### src/rtl/slave_ram_top.sv
// slave_ram_top: SPI slave front end driving a single-port RAM as a serially addressed memory
module spi_slave #(
  parameter int ADDR_SIZE = 8
) (
  input  logic                 clk,
  input  logic                 rst_n,
  input  logic                 ss_n,
  input  logic                 mosi,
  input  logic [ADDR_SIZE-1:0] tx_data,
  input  logic                 tx_valid,
  output logic [ADDR_SIZE+1:0] rx_data,
  output logic                 rx_valid,
  output logic                 miso
);
  localparam int FW = ADDR_SIZE + 2;
  localparam int CW = $clog2(FW + 1);
  localparam int OW = $clog2(ADDR_SIZE);
  typedef enum logic [1:0] {IDLE, WRITE, READ_ADD, READ_DATA} state_t;
  state_t state, state_nxt;
  logic [CW-1:0] cnt;
  logic [OW-1:0] ocnt;
  logic [ADDR_SIZE-2:0] tx_sh;
  logic rd_addr_received;
  // state register
  always_ff @(posedge clk or negedge rst_n)
    if (!rst_n) state <= IDLE;
    else state <= state_nxt;
  // command bit picks the frame type; deselect always returns to idle
  always_comb begin
    state_nxt = ss_n ? IDLE :
                state != IDLE ? state :
                !mosi ? WRITE :
                rd_addr_received ? READ_DATA : READ_ADD;
  end
  // frame shift-in, rx_valid pulse, read flag and miso serialisation
  always_ff @(posedge clk or negedge rst_n)
    if (!rst_n) begin
      cnt <= '0;
      ocnt <= '0;
      tx_sh <= '0;
      rx_data <= '0;
      rx_valid <= 1'b0;
      rd_addr_received <= 1'b0;
      miso <= 1'b0;
    end else begin
      rx_valid <= 1'b0;
      if (ss_n) begin
        cnt <= '0;
        ocnt <= '0;
        miso <= 1'b0;
      end else if (state != IDLE) begin
        if (cnt != CW'(FW)) begin
          rx_data <= {rx_data[FW-2:0], mosi};
          cnt <= cnt + 1'b1;
          if (cnt == CW'(FW - 1)) begin
            rx_valid <= 1'b1;
            if (state == READ_ADD) rd_addr_received <= 1'b1;
          end
        end else if (state == READ_DATA) begin
          if (tx_valid) begin
            miso <= tx_data[ADDR_SIZE-1];
            tx_sh <= tx_data[ADDR_SIZE-2:0];
            ocnt <= OW'(ADDR_SIZE - 1);
          end else if (ocnt != '0) begin
            miso <= tx_sh[ADDR_SIZE-2];
            tx_sh <= {tx_sh[ADDR_SIZE-3:0], 1'b0};
            ocnt <= ocnt - 1'b1;
            if (ocnt == OW'(1)) rd_addr_received <= 1'b0;
          end
        end
      end
    end
endmodule

module spi_ram #(
  parameter int MEM_DEPTH = 256,
  parameter int ADDR_SIZE = 8
) (
  input  logic                 clk,
  input  logic                 rst_n,
  input  logic [ADDR_SIZE+1:0] rx_data,
  input  logic                 rx_valid,
  output logic [ADDR_SIZE-1:0] tx_data,
  output logic                 tx_valid
);
  logic [ADDR_SIZE-1:0] mem [0:MEM_DEPTH-1];
  logic [ADDR_SIZE-1:0] wr_addr, rd_addr, d;
  logic [1:0] op;
  assign op = rx_data[ADDR_SIZE+1:ADDR_SIZE];
  assign d = rx_data[ADDR_SIZE-1:0];
  // address registers and read-data register, decoded from the frame opcode
  always_ff @(posedge clk or negedge rst_n)
    if (!rst_n) begin
      wr_addr <= '0;
      rd_addr <= '0;
      tx_data <= '0;
      tx_valid <= 1'b0;
    end else begin
      tx_valid <= rx_valid && op == 2'b11;
      if (rx_valid && op == 2'b00) wr_addr <= d;
      if (rx_valid && op == 2'b10) rd_addr <= d;
      if (rx_valid && op == 2'b11) tx_data <= mem[rd_addr];
    end
  // storage array is never reset
  always @(posedge clk)
    if (rx_valid && op == 2'b01) mem[wr_addr] <= d;
endmodule

module slave_ram_top #(
  parameter int MEM_DEPTH = 256,
  parameter int ADDR_SIZE = 8
) (
  input  logic clk,
  input  logic rst_n,
  input  logic ss_n,
  input  logic mosi,
  output logic miso
);
  logic [ADDR_SIZE+1:0] rx_data;
  logic [ADDR_SIZE-1:0] tx_data;
  logic rx_valid, tx_valid;
  spi_slave #(.ADDR_SIZE(ADDR_SIZE)) spi_inst (
    .clk(clk), .rst_n(rst_n), .ss_n(ss_n), .mosi(mosi),
    .tx_data(tx_data), .tx_valid(tx_valid),
    .rx_data(rx_data), .rx_valid(rx_valid), .miso(miso)
  );
  spi_ram #(.MEM_DEPTH(MEM_DEPTH), .ADDR_SIZE(ADDR_SIZE)) ram_inst (
    .clk(clk), .rst_n(rst_n), .rx_data(rx_data), .rx_valid(rx_valid),
    .tx_data(tx_data), .tx_valid(tx_valid)
  );
endmodule

### config.mk
export PLATFORM = sky130hd
export DESIGN_NAME = slave_ram_top
export DESIGN_NICKNAME = d
export VERILOG_FILES = /design/src/rtl/slave_ram_top.sv
export SDC_FILE = /design/constraint.sdc
export NUM_CORES = 2
export LEC_CHECK = 0
export CAP_MARGIN = 5
export CELL_PAD_IN_SITES_DETAIL_PLACEMENT = 1
export CELL_PAD_IN_SITES_GLOBAL_PLACEMENT = 2
export CORE_UTILIZATION = 54
export DETAILED_ROUTE_END_ITERATION = 8
export GPL_TIMING_DRIVEN = 0
export HOLD_SLACK_MARGIN = 0.05
export PLACE_DENSITY_LB_ADDON = 0.1
export SYNTH_ARGS = -nofsm -noshare
export SYNTH_HDL_FRONTEND = slang
export SYNTH_SLANG_ARGS = --single-unit
### constraint.sdc
create_clock -name clk -period 9.7 [get_ports clk]
set_input_delay 1.455 -clock clk [delete_from_list [all_inputs] [get_ports clk]]
set_output_delay 1.455 -clock clk [all_outputs]
set_load 0.1 [all_outputs]
# Yosys cells after proc, flatten, opt, wreduce, memory -nomap -nowiden
# Memory sizes are Yosys's and may differ from the RTL's. A register that Yosys moved wholly into a read port is not among the register bits.
# Cells that the tools add are included.
dict set report word_totals {
  output_inout_bits 1
  ramBits 2048
  latchBits 0
  in_bits 4
  romBits 0
  mem_count 1
  ff_bits 46
}
dict set report op_classes {
  eq_ne 13
  n_shift 0
  n_reduce_logical 21
  n_mul 0
  addsub 2
  bitwise 2
  magnitude_cmp 0
  div_mod_pow 0
  mux 34
}
# name depth width rd rd_ports_with_merged_regs write_ports line
set mem_list {}
lappend mem_list {ram_inst.mem 256 8 1 1 1 86} ;# logic [ADDR_SIZE-1:0] mem [0:MEM_DEPTH-1];
# cell count
set ops {}
lappend ops {{1-bit two-way mux} 20}
lappend ops {{3-bit two-way mux} 6}
lappend ops {{2-bit nonzero test} 8}
lappend ops {{7-bit two-way mux} 2}
lappend ops {{4-bit two-way mux} 3}
lappend ops {{2-bit != test (second input constant)} 5}
lappend ops {{2-bit == test (second input constant)} 4}
lappend ops {{8-bit AND reduction} 1}
lappend ops {{2-bit two-way mux} 3}
lappend ops {{3-bit nonzero test} 2}
lappend ops {{5-bit AND reduction} 1}
lappend ops {{4-bit by 1-bit adder with 4-bit output (second input constant)} 1}
lappend ops {{4-bit == test (second input constant)} 1}
lappend ops {{1-bit logical AND} 4}
lappend ops {{4-bit != test (second input constant)} 1}
lappend ops {{4-bit AND reduction} 1}
lappend ops {{3-bit by 1-bit == test with 1-bit output (second input constant)} 1}
lappend ops {{3-bit AND reduction} 1}
lappend ops {{3-bit by 1-bit subtractor with 3-bit output (second input constant)} 1}
lappend ops {{2-bit by 1-bit == test with 1-bit output (second input constant)} 1}
lappend ops {{2-bit zero test} 1}
lappend ops {{1-bit NOT} 2}
lappend ops {{2-bit AND reduction} 1}
lappend ops {{1-bit zero test} 1}

# Longest topological paths before layout
dict set report logic_depth {
  depth_word 7
  mapped_depth 13
  mapped_depth_nobuf 7
}

# Hierarchy
# From an unflattened synthesis, not the netlist that was laid out.
dict set report hier_totals {
  hier_cells 4172
  area_unflattened_um2 82855.7
}
# mod area_each_um2 seq_area_each_um2 cells_per_inst instances
set modules_own_cells {}
lappend modules_own_cells {spi_ram 81399.3 62124.6 4038 1}
lappend modules_own_cells {spi_slave 1456.4 725.7 134 1}

# Worst setup path after synthesis
# Ideal clock, no wire load.
dict set report synth_timing {
  kind {register to register}
  from {reg spi_inst.rx_data[0]}
  to {mem ram_inst.mem[0][0] (data pin)}
  path_stages_with_launch 1
  setup_time_ps 810
  t_arrival_ps 3214
  slack_ps 5677
  path_cell_list {dfrtp_1}
}
# element line
set synth_rtl {}
lappend synth_rtl {{start: declaration} 11} ;# output logic [ADDR_SIZE+1:0] rx_data,
lappend synth_rtl {{start signal: assignment} 53} ;# rx_data <= {rx_data[FW-2:0], mosi};
lappend synth_rtl {{end: declaration} 86}
# No word-level cell before the write port.

==> run metrics <==
status=complete, but fails checks; violated checks=max-capacitance violations, max-slew violations; pre-CTS WS=4290 ps; final WL=329,000 um; first drt pass iteration count=8; unrepaired setup endpoints after global routing=false; All-Layer GR Usage=0.433; Seq/Total Area, Yosys=0.765; Syn. warnings=0; worst path required time=10,480 ps; Starting Density=0.546; # H-tree levels=4; CTS sink count=2,102; fin worst setup slack=3700 ps; hold-fix buffers at CTS=0; r2r startpoint=ram_inst.rd_addr[2]$_DFFE_PN0P_; PwrDens=226 mW/mm2; DR iter-0 viols=8,874; setup_tns=0 ps; grt total ovfl=0; Synth area leader=edfxtp_1; max-cap violation count=3; initial antenna violation count=18; CP Class=flop to flop; row count=142; Slew @ Worst Pin=1600 ps; area share of the largest cell type after synthesis=0.748; Worst slew margin=-0.0644; post-route minimum period=6000 ps; first-pass GRT wire length=428,000 um; fin util=0.614; Reg power frac=0.545; Clock Skew=34.5 ps; #FFs+latches synth=2,102; startpoint types=flop; final setup violation count=0; DRC=0; CP Max Fanout=10; die height=392 um; Tcrit/Tclk final=0.618; Post-DP Area=0.0857 mm2; final net count=4,412; number of global-route vias before repair=46,600; Worst VDD drop=0.181 mV; Slew Limit Fails=22; ANT nets after route=0; final instance area=0.0924 mm2; RePlAce Congestion=0.991; filler instances=12,600; nature of the critical path endpoint=flop; Worst Hold Slack=518 ps; synthesized instance count=4,150; IO Count=5; Leakage=28.1 nW; dominant register cell in the synthesized netlist=edfxtp_1; chip width=392 um; die footprint=0.154 mm2; total CTS buffers=208; clk slew on worst S/H paths=70 ps; HP Class=flop to flop; Fin. Hold Viols=0; CTS root buf=clkbuf_16; internal power=15.8 mW; asr flop ratio synth=0.0257; Setup Buffers After CTS=0; Worst Setup SP=ram_inst.rd_addr[2]$_DFFE_PN0P_; Post-DP HPWL=213,000 um; Port Buffer Count=4; vias per inst=7.37; Worst-Skew Late Latency=880 ps; Placed Instances=6,206; synthesized area=0.0822 mm2; number of synthesized flops with an enable pin=2,048; clock buffer depth=3; core area=0.150 mm2; ratio of cells with drive above 1 in the final layout=0.198; Post-synth top cells=edfxtp_1, mux4_2, mux2i_1; syn avg cell area=19.8 um2; Yosys cell types=67; Clk pwr share=0.388; CTS resizes=0; Sw Ratio=0.240; net switching power=5.01 mW; Critical Path AT=6780 ps; DR WL/cell=49.9 um; Tot Pwr=20.8 mW; Post-Layout Cell Count=6,595; hold path startpoint=spi_inst.ocnt[1]$_DFFE_PN0P_; top post-synthesis cells by area=edfxtp_1, mux4_2, mux2i_1, dfrtp_1, nor2_1; Mapped Nets=4,160; largest net degree at the start of global routing=97; combinational power share=0.067; most frequent cell after synthesis=edfxtp_1; vias=48,600; Max Freq=0.167 GHz; CTS tree=built; P&R area growth vs syn=12.4%
placed cells by master, fill, tap and decap left out, types with 13 or more instances in the layout:
cell       instances
a211oi_1          60
a21oi_1           57
a22oi_1           58
a31oi_1           13
buf_16            23
buf_2             70
buf_4             17
buf_6             47
buf_8             22
bufinv_16         18
clkbuf_1         104
clkbuf_16        212
clkbuf_2          24
clkinv_1          47
clkinv_2          47
dfrtp_1           46
edfxtp_1        2048
inv_1             14
mux2_2            31
mux2i_1          337
mux4_1            14
mux4_2           344
nand2_1          112
nand3_1           39
nand4_1           20
nor2_1           331
nor3_1            33
o21ai_0           37
o221ai_1          55
o22ai_1          130
metal layers:
metal | GRT usage | share of wire | up-vias | routed length [um]
li1 | - | - | 17600 | -
met1 | 0.565 | 0.35 | 25700 | 114000
met2 | 0.603 | 0.42 | 4297 | 139000
met3 | 0.145 | 0.14 | 1013 | 46100
met4 | 0.325 | 0.091 | 14 | 29900
met5 | 0 | 0.00028 | - | 92
worst max-delay path, stage by stage, from the launching register on:
cell      delay, ps
dfrtp_1         320
buf_2           200
clkinv_1        680
nor2_1          890
buf_2           530
buf_2           650
buf_1           960
a22oi_1         430
a22oi_1         620
nand3_1         340
o211ai_1        250
power by group through the flow:
| stage | combinational (mW) | sequential, mW | clock (mW) |
|---|---|---|---|
| after detailed placement | 1.36 | 11.5 | 0 |
| after CTS | 1.36 | 11.3 | 8.02 |
| after global routing | 1.42 | 11.4 | 8.32 |
| final | 1.41 | 11.4 | 8.08 |
| after floorplan | 0.0429 | 12.1 | 0 |
| after global placement | 0.0698 | 13.1 | 0 |
final cells by class:
type                       count  area (um2)  share of cell area
clock buffer                 258        5520              0.0597
antenna                        4        10.0            0.000108
multi-input combinational   1783       17600               0.191
clock inverter               125        1120              0.0121
tap                         2016        2520              0.0273
timing repair buffer          42         913             0.00989
buffer                       249        1710              0.0185
sequential                  2102       62900               0.681
inverter                      16        60.1            0.000650
worst paths after layout:
| kind | slack, ps | to | depth (start not counted) |
|---|---|---|---|
| max | 3700 | ram_inst.tx_data[3]$_DFFE_PN0P_ | 10 |
| min | 520 | spi_inst.ocnt[1]$_DFFE_PN0P_ | 2 |
| max reg2reg | 3700 | ram_inst.tx_data[3]$_DFFE_PN0P_ | 10 |
| min reg2reg | 520 | spi_inst.ocnt[1]$_DFFE_PN0P_ | 2 |
| max in group asynchronous | 8470 | ram_inst.tx_data[5]$_DFFE_PN0P_ | 2 |
| min in group asynchronous | 590 | spi_inst.ocnt[2]$_DFFE_PN0P_ | 1 |
registers in the layout, indices dropped and copies added, names as in the netlist:
signal,count
spi_inst.state,2
ram_inst.tx_valid,1
ram_inst.mem,2048
spi_inst.cnt,4
ram_inst.rd_addr,8
spi_inst.rd_addr_received,1
spi_inst.rx_data,10
spi_inst.ocnt,3
spi_inst.rx_valid,1
ram_inst.tx_data,8
ram_inst.wr_addr,8
spi_inst.tx_sh,7
spi_inst.miso,1
cell families after synthesis:
group / synth area share
AOI/OAI and AO/OA: 0.0381
xor gates and xnor gates: 0.000320
adders and majority gates: 0.000913
buffers and inverters: 0.0212
DFF: 0.765
muxes: 0.144
and+or+nand+nor: 0.0310
Note: power is estimated with default switching activity, not from simulation.
